--- src/rtl/muxpga_pkg.sv ---
// muxpga_pkg: shared types and helpers for the mux-FPGA configuration loader.
package muxpga_pkg;
  localparam int CFG_BYTE_W = 8;
  typedef enum logic [2:0] {
    ST_IDLE,
    ST_RECV,
    ST_SHIFT,
    ST_CHECK,
    ST_LATCH,
    ST_DONE,
    ST_ERR
  } cfg_state_t;
  function automatic int cfg_idx_w(input int n);
    return $clog2(n + 1);
  endfunction
endpackage

--- src/rtl/muxpga_cfg_shifter.sv ---
// muxpga_cfg_shifter: parallel-load, MSB-first byte serializer with bit counter.
module muxpga_cfg_shifter
  import muxpga_pkg::*;
(
  input  logic                  clk,
  input  logic                  rst,
  input  logic                  clr_i,
  input  logic                  load_i,
  input  logic [CFG_BYTE_W-1:0] byte_i,
  input  logic                  shift_en_i,
  output logic                  bit_out_o,
  output logic                  last_o
);
  localparam int CW = $clog2(CFG_BYTE_W);
  logic [CFG_BYTE_W-1:0] sr_q, sr_d;
  logic [CW-1:0] cnt_q, cnt_d;
  // zeros shift in, so the register is empty once a byte has gone out
  always_comb begin
    sr_d  = clr_i ? '0 : load_i ? byte_i : shift_en_i ? {sr_q[CFG_BYTE_W-2:0], 1'b0} : sr_q;
    cnt_d = (clr_i || load_i) ? '0 : shift_en_i ? cnt_q + 1'b1 : cnt_q;
  end
  always_ff @(posedge clk or posedge rst) begin
    if (rst) begin
      sr_q  <= '0;
      cnt_q <= '0;
    end else begin
      sr_q  <= sr_d;
      cnt_q <= cnt_d;
    end
  end
  assign bit_out_o = sr_q[CFG_BYTE_W-1];
  assign last_o    = (cnt_q == CW'(CFG_BYTE_W - 1));
endmodule

--- src/rtl/muxpga_cfg_loader.sv ---
// muxpga_cfg_loader: receives a bitstream byte-wise, shifts it into the fabric
// config chain, verifies the trailing XOR checksum and commits with a latch pulse.
module muxpga_cfg_loader
  import muxpga_pkg::*;
#(
  parameter int CHAIN_LEN = 256
) (
  input  logic                  clk,
  input  logic                  rst,
  input  logic                  start,
  input  logic                  abort,
  input  logic [CFG_BYTE_W-1:0] byte_in,
  input  logic                  byte_valid,
  output logic                  byte_ready,
  output logic                  cfg_data,
  output logic                  cfg_shift,
  output logic                  cfg_latch,
  output logic                  fabric_en,
  output logic                  busy,
  output logic                  done,
  output logic                  err
);
  localparam int NBYTES = CHAIN_LEN / 8;
  localparam int IW = cfg_idx_w(NBYTES);
  localparam logic [IW-1:0] NB_L = IW'(NBYTES);
  if (CHAIN_LEN < 8 || CHAIN_LEN % 8 != 0) begin : g_bad_len
    $error("CHAIN_LEN must be a multiple of 8 and at least 8");
  end
  cfg_state_t state_q, state_d;
  logic [IW-1:0] idx_q, idx_d;
  logic [CFG_BYTE_W-1:0] csum_q, csum_d, rx_q, rx_d;
  logic [6:0] flags_q, flags_d;
  logic xfer, load, last;
  assign xfer = byte_ready & byte_valid;
  always_comb begin
    state_d = state_q;
    idx_d   = idx_q;
    csum_d  = csum_q;
    rx_d    = rx_q;
    load    = 1'b0;
    if (abort) begin
      state_d = ST_IDLE;
      idx_d   = '0;
      csum_d  = '0;
      rx_d    = '0;
    end else begin
      case (state_q)
        ST_IDLE, ST_DONE, ST_ERR: if (start) begin
          state_d = ST_RECV;
          idx_d   = '0;
          csum_d  = '0;
        end
        ST_RECV: if (xfer) begin
          if (idx_q == NB_L) begin
            rx_d    = byte_in;
            state_d = ST_CHECK;
          end else begin
            load    = 1'b1;
            csum_d  = csum_q ^ byte_in;
            state_d = ST_SHIFT;
          end
        end
        ST_SHIFT: if (last) begin
          idx_d   = idx_q + 1'b1;
          state_d = ST_RECV;
        end
        ST_CHECK: state_d = (rx_q == csum_q) ? ST_LATCH : ST_ERR;
        ST_LATCH: state_d = ST_DONE;
        default:  state_d = ST_IDLE;
      endcase
    end
  end
  // outputs decoded from the next state so they switch on the same edge as the state
  always_comb begin
    flags_d = {state_d == ST_RECV, state_d == ST_SHIFT, state_d == ST_LATCH, state_d == ST_DONE,
               state_d inside {ST_RECV, ST_SHIFT, ST_CHECK, ST_LATCH},
               state_d == ST_DONE, state_d == ST_ERR};
  end
  always_ff @(posedge clk or posedge rst) begin
    if (rst) begin
      state_q <= ST_IDLE;
      idx_q   <= '0;
      csum_q  <= '0;
      rx_q    <= '0;
      flags_q <= '0;
    end else begin
      state_q <= state_d;
      idx_q   <= idx_d;
      csum_q  <= csum_d;
      rx_q    <= rx_d;
      flags_q <= flags_d;
    end
  end
  assign {byte_ready, cfg_shift, cfg_latch, fabric_en, busy, done, err} = flags_q;
  muxpga_cfg_shifter u_shifter (
    .clk        (clk),
    .rst        (rst),
    .clr_i      (abort),
    .load_i     (load),
    .byte_i     (byte_in),
    .shift_en_i (state_q == ST_SHIFT),
    .bit_out_o  (cfg_data),
    .last_o     (last)
  );
endmodule
--- config.mk ---
export PLATFORM = sky130hd
export DESIGN_NAME = muxpga_cfg_loader
export DESIGN_NICKNAME = d
export VERILOG_FILES = /design/src/rtl/muxpga_pkg.sv /design/src/rtl/muxpga_cfg_shifter.sv /design/src/rtl/muxpga_cfg_loader.sv
export SDC_FILE = /design/constraint.sdc
export NUM_CORES = 1
export LEC_CHECK = 0
export CORE_UTILIZATION = 50
export DETAILED_ROUTE_END_ITERATION = 6
export GPL_TIMING_DRIVEN = 0
export PLACE_DENSITY = 0.74
export SLEW_MARGIN = 0
export SYNTH_ARGS = -nofsm -noshare
export SYNTH_HDL_FRONTEND = slang
export SYNTH_SLANG_ARGS = --single-unit
--- constraint.sdc ---
create_clock -name clk -period 1.8 [get_ports clk]
set_input_delay 0.27 -clock clk [delete_from_list [all_inputs] [get_ports clk]]
set_output_delay 0.27 -clock clk [all_outputs]
set_load 0.005 [all_outputs]
==> Yosys cells after proc, flatten, opt, wreduce, memory -nomap -nowiden <==
Index checks and enable logic that the tools add are counted.
{ "totals": {"register_bits": 43, "word_cells": 73, "output_inout_bits": 8, "input_bits": 13} }
{ "op_classes": {"add_sub_neg": 2, "eq_ne": 19, "n_bitwise": 2, "reduce_logical": 14, "mux": 29} }
{ "ops": {"columns": ["op", "n"], "rows": [
  ["$mux W8", 11],
  ["$eq A3 B3 Y1 const B", 7],
  ["$mux W3", 6],
  ["$mux W6", 3],
  ["$pmux W8 S2", 1],
  ["$pmux W3 S5", 1],
  ["$eq A3 B2 Y1 const B", 4],
  ["$ne A3 B3 Y1 const B", 4],
  ["$pmux W6 S2", 1],
  ["$reduce_bool A3 Y1", 3],
  ["$eq A8 B8 Y1", 1],
  ["$reduce_bool A2 Y1", 4],
  ["$xor A8 B8 Y8", 1],
  ["$add A6 B1 Y6 const B", 1],
  ["$eq A3 B1 Y1 const B", 2],
  ["$eq A6 B6 Y1 const B", 1],
  ["$reduce_and A3 Y1", 2],
  ["$mux W1", 5],
  ["$reduce_and A4 Y1", 1],
  ["$reduce_bool A4 Y1", 1],
  ["$add A3 B1 Y3 const B", 1],
  ["$logic_not A3 Y1", 1],
  ["$reduce_or A3 Y1", 1],
  ["$mux W2", 1],
  ["2 further kinds", 2]
]} }

==> Depth between registers and ports, before layout <==
{ "logic_depth": {"ltp_word": 7, "mapped_depth": 8, "ltp_nobuf": 6} }

==> Cells and area by module <==
Synthesis repeated with hierarchy kept, for this count alone.
{ "hier_totals": {"hier_cells": 213, "hier_area_um2": 2185.8} }
{ "by_module_without_submodules": {"columns": ["module", "cells_each", "area_each_um2", "seq_area_each_um2", "n_inst"], "rows": [
  ["muxpga_cfg_loader", 165, 1630.3, 775.7, 1],
  ["muxpga_cfg_shifter", 48, 555.5, 275.3, 1]
]} }

==> Worst setup path before layout <==
Ideal clock, no wire load.
{ "synth_path": {"path_kind": "reg-to-reg", "from": "register state_q[2]", "to": "register idx_q[5]", "arrival_time_ps": 1672, "stages_incl_launch_ff": 6, "path_buffers": 0, "t_required_ps": 1731, "synth_period_minus_slack_ps": 1741, "setup_time_ps": 69, "slack_ps": 59, "path_cell_list": "dfrtp_1 -> nor2b_2 -> o311ai_4 -> a21oi_4 -> or4_1 -> nand3_1"} }
{ "synth_between": {"elab_chain_cells": 4, "elab_cells_between_ends": 11, "classes_between": "eq/ne (5); mux (2); reduce/logical (4)"} }
{ "synth_lines": {"columns": ["element", "line", "source"], "rows": [
  ["start: declaration", "muxpga_cfg_loader.sv:29", "cfg_state_t state_q, state_d;"],
  ["start signal: assignment", "muxpga_cfg_loader.sv:87", "state_q <= state_d;"],
  ["$eq A3 B3 Y1 / $logic_not A3 Y1 (equally long branches)", "muxpga_cfg_loader.sv:47", "case (state_q)"],
  ["$reduce_or A3 Y1", "muxpga_cfg_loader.sv:47", null],
  ["$ne A3 B3 Y1 (no line) (tied with other cells)", null, null],
  ["$reduce_and A3 Y1 (no line) / $mux W6 (equally long branches)", null, null],
  ["end signal: assignment", "muxpga_cfg_loader.sv:88", "idx_q <= idx_d;"],
  ["end: declaration", "muxpga_cfg_loader.sv:30", "logic [IW-1:0] idx_q, idx_d;"]
]} }
Parallel ways exist; a longest one is shown, timed or not.
A chain may end at the register's enable or synchronous reset.

==> Final worst setup path <==
Same ends and word-level chain as after synthesis.

==> results.cfg <==
[clock_network]
cts_max_level = 2
numCtsBuffers = 5
worstSkewPairLatency_ns = 0.30
clock-sinks = 42
cts-root-buf = clkbuf_8
clkTransAtPathRegs_ns = 0.08
cts_tree = done
hold_buffers = 0
clock_path_buffers = 2

[yosys]
synthTopCellsByArea = dfrtp_1, xor2_1, nand3_1, nand2_1, a22o_1
ys_types = 42
yosys.area_share.simple_pct = 20.6
syn_area_sq_um = 2120
synth_xor_area_share_pct = 7.02
synth_edf_count = 0
synth_top_area_cell = dfrtp_1
async_flop_share_pct = 100
syn_inst = 208
synthAdderAreaFrac_pct = 2.36
synth_area_per_cell_sq_um = 10.2
muxShareOfSynthArea_pct = 3.72
netlist.area_leader.share_pct = 49.6
ys_seq_area_share_pct = 49.6
synth_compound_area_share_pct = 13.0
synth_top_family_by_area = simple AND/OR/NAND/NOR gates
synth-seq-cells = 42
synth_ff_type = dfrtp_1
synth_nets = 225
yosysWarnings = 0

[power]
pwr_density_cell_nw_per_um2 = 719
intPower_w = 0.00147
p_clk_share_pct = 38.8
cellLeakagePower_nw = 1.23
comb_power_share_pct = 11.0
p_switching_w = 0.000463
swShare_pct = 24.0
power_w = 0.00193
vdd_drop_max_mv = 0.478
seqPwrFrac_pct = 50.2

[flow_run]
cap_viol_max_count = 0

[placement]
hpwl_um = 2930
port_buffers = 20
place.gp.congestion = 0.812
placed_cell_area_sq_um = 2380
pre_cts_ws_ns = -0.546

[finish]
final_util_pct = 66.7
syn_to_final_growth_pct = 26.7
antennaDiodeCount = 0
fin_nets = 264
fin_area_sq_um = 2690
drive_above_1_share_pct = 21.4

[timing]
fin_crit_sh_pct = 100
setup_viol = 1
layout_setup_ws_ns = -0.00565
worstMarginPinSlew_ns = 0.835
finClkSkew_ns = 0.00524
slew_violations = 0
slew_headroom_pct = 44.2
period_needed_ns = 1.81
rsz0062_at_grt = true
fin_setup_tns_ns = -0.00565
final-hold-violation-count = 0
fmax_mhz = 554

[grt]
grt_pass1_wl_um = 7200
grt_overflow = 0
first_global_vias = 1537
grt_usage_pct = 21.9
grt_max_degree = 43
antenna_found_initial = 0

[critical_path]
worstSetupStartpointType = flip-flop
reg2reg_slack_ns = -0.006
r2r_start = state_q[2]
endpoint_kind = flip-flop
max_stage_delay_ns = 0.53
worstPathCellList = buf_4, nor3b_4, a21oi_4, or4_1, nand3_1
r2r_end = idx_q[5]
crit_required_ns = 2.04
arrival_ns = 2.05
crit_fanout = 9
path_class = reg -> reg
slowest_stage = or4_1
rr_worst_depth = 5

[die]
fp.dieArea_sq_um = 4510
dieHeight_um = 67.1
core_sq_um = 4030
ioPinCount = 21
initial_core_util_pct = 52.6
die_w_um = 67.1
rows = 23

[drt]
routed_wl_um = 4550
vias_per_cell = 5.57
wire_per_inst_um = 15.3
drt-pass1-iter-count = 4
drtAntennaViolNets = 0
drc = 0
vias = 1661
drt_iter0_drc = 113

[status]
outcome = finished with violations
violations = setup timing

[worst_hold_path]
hold_class = in -> async
-- area by class of cell --
type                       count  area, sq um
inverter                       6         22.5
clock buffer                   6         72.6
buffer                         8         61.3
clock inverter                 2         37.5
multi-input combinational    151         1070
fill                         321         1340
timing repair buffer          33          309
tap                           50         62.6
sequential                    42         1050
-- cells in the mapped netlist, types with 5 or more instances --
cell type and instances:
xor2_1 17, nand3_1 19, a21oi_1 12, nand2_1 22, a22o_1 8, nor2_1 16, mux2_1 5, dfrtp_1 42
-- cells in the final DEF (no fill, tap or decap), drive strengths merged --
| cell | count |
|---|---|
| mux2 | 7 |
| clkbuf | 8 |
| bufinv | 1 |
| clkinvlp | 1 |
| dlygate4sd2 | 1 |
| a211oi | 1 |
| and2 | 1 |
| o21ai | 8 |
| nor3 | 4 |
| nor2b | 3 |
| nand2b | 4 |
| o31ai | 2 |
| nand2 | 22 |
| xor2 | 17 |
| or2 | 2 |
| nand3 | 19 |
| ha | 4 |
| nor3b | 1 |
| a21oi | 13 |
| and3 | 4 |
| nor4b | 1 |
| a311oi | 1 |
| o311ai | 2 |
| nor4 | 4 |
| dfrtp | 42 |
| clkdlybuf4s50 | 19 |
| or4 | 1 |
| a31oi | 1 |
| buf | 19 |
| or3 | 2 |
| o311a | 1 |
| nand4b | 1 |
| or4b | 1 |
| a22o | 8 |
| nor2 | 16 |
| inv | 6 |
-- how the worst max path moves through the flow --
stage,start,endpoint,slack (ns),cells past startpoint
floorplan,state_q[2],idx_q[5],0.06,5
global placement,start,idx_q[5],-0.55,6
detailed placement,start,idx_q[5],-0.55,6
CTS,idx_q[0],flags_q[2],0.01,6
global route,state_q[2],idx_q[5],-0.06,5
finish,state_q[2],idx_q[5],-0.006,5
-- registers in the layout (all words and copies together) (netlist names) --
register	cells
idx_q	6
u_shifter.sr_q	8
rx_q	8
flags_q	6
csum_q	8
u_shifter.cnt_q	3
state_q	3
-- per-stage QoR --
stage	cells	hold slack, ns
3_3_place_gp	278	0.497
4_1_cts	292	0.487
6_report	298	0.446
2_1_floorplan	208	0.346
3_5_place_dp	278	0.498
5_1_grt	298	0.514
-- logic make-up after synthesis --
family          count (synthesis)
compound gates                 37
simple gates                   86
mux                             7
buf+inv                        15
xor+xnor                       17
flops                          42
fa+ha+maj                       4
-- layer usage --
| layer | vias up | wire length [um] | track usage, % |
|---|---|---|---|
| met3 | 10 | 155 | 4.62 |
| met4 | 0 | 91 | 7.98 |
| met2 | 38 | 2250 | 34.9 |
| met1 | 801 | 2060 | 29.1 |
| li1 | 812 | - | - |
| met5 | - | 0 | 0 |
-- worst max-delay path, delay by kind of cell, from the launching register on --
family          cells  cell delay (ns)
compound gates      1             0.15
buf+inv             1             0.16
simple gates        3             1.01
flops               1             0.42
-- timing repair --
action / in CTS / in global routing
gates resized for setup: 12 / 9
buffers inserted: 7 / 6
pin swaps: 4 / 6
setup endpoints to repair: 27 / 26
endpoints found under the hold margin: 0 / 0
-- power groups by stage --
stage,registers (W),clock network [W],logic [W]
floorplan,0.000988,0,0.000108
global placement,0.000988,0,0.000181
detailed placement,0.000989,0,0.000183
CTS,0.000970,0.000759,0.000204
global route,0.000972,0.000800,0.000234
finish,0.000970,0.000750,0.000213
(Power assumes the default switching activity.)
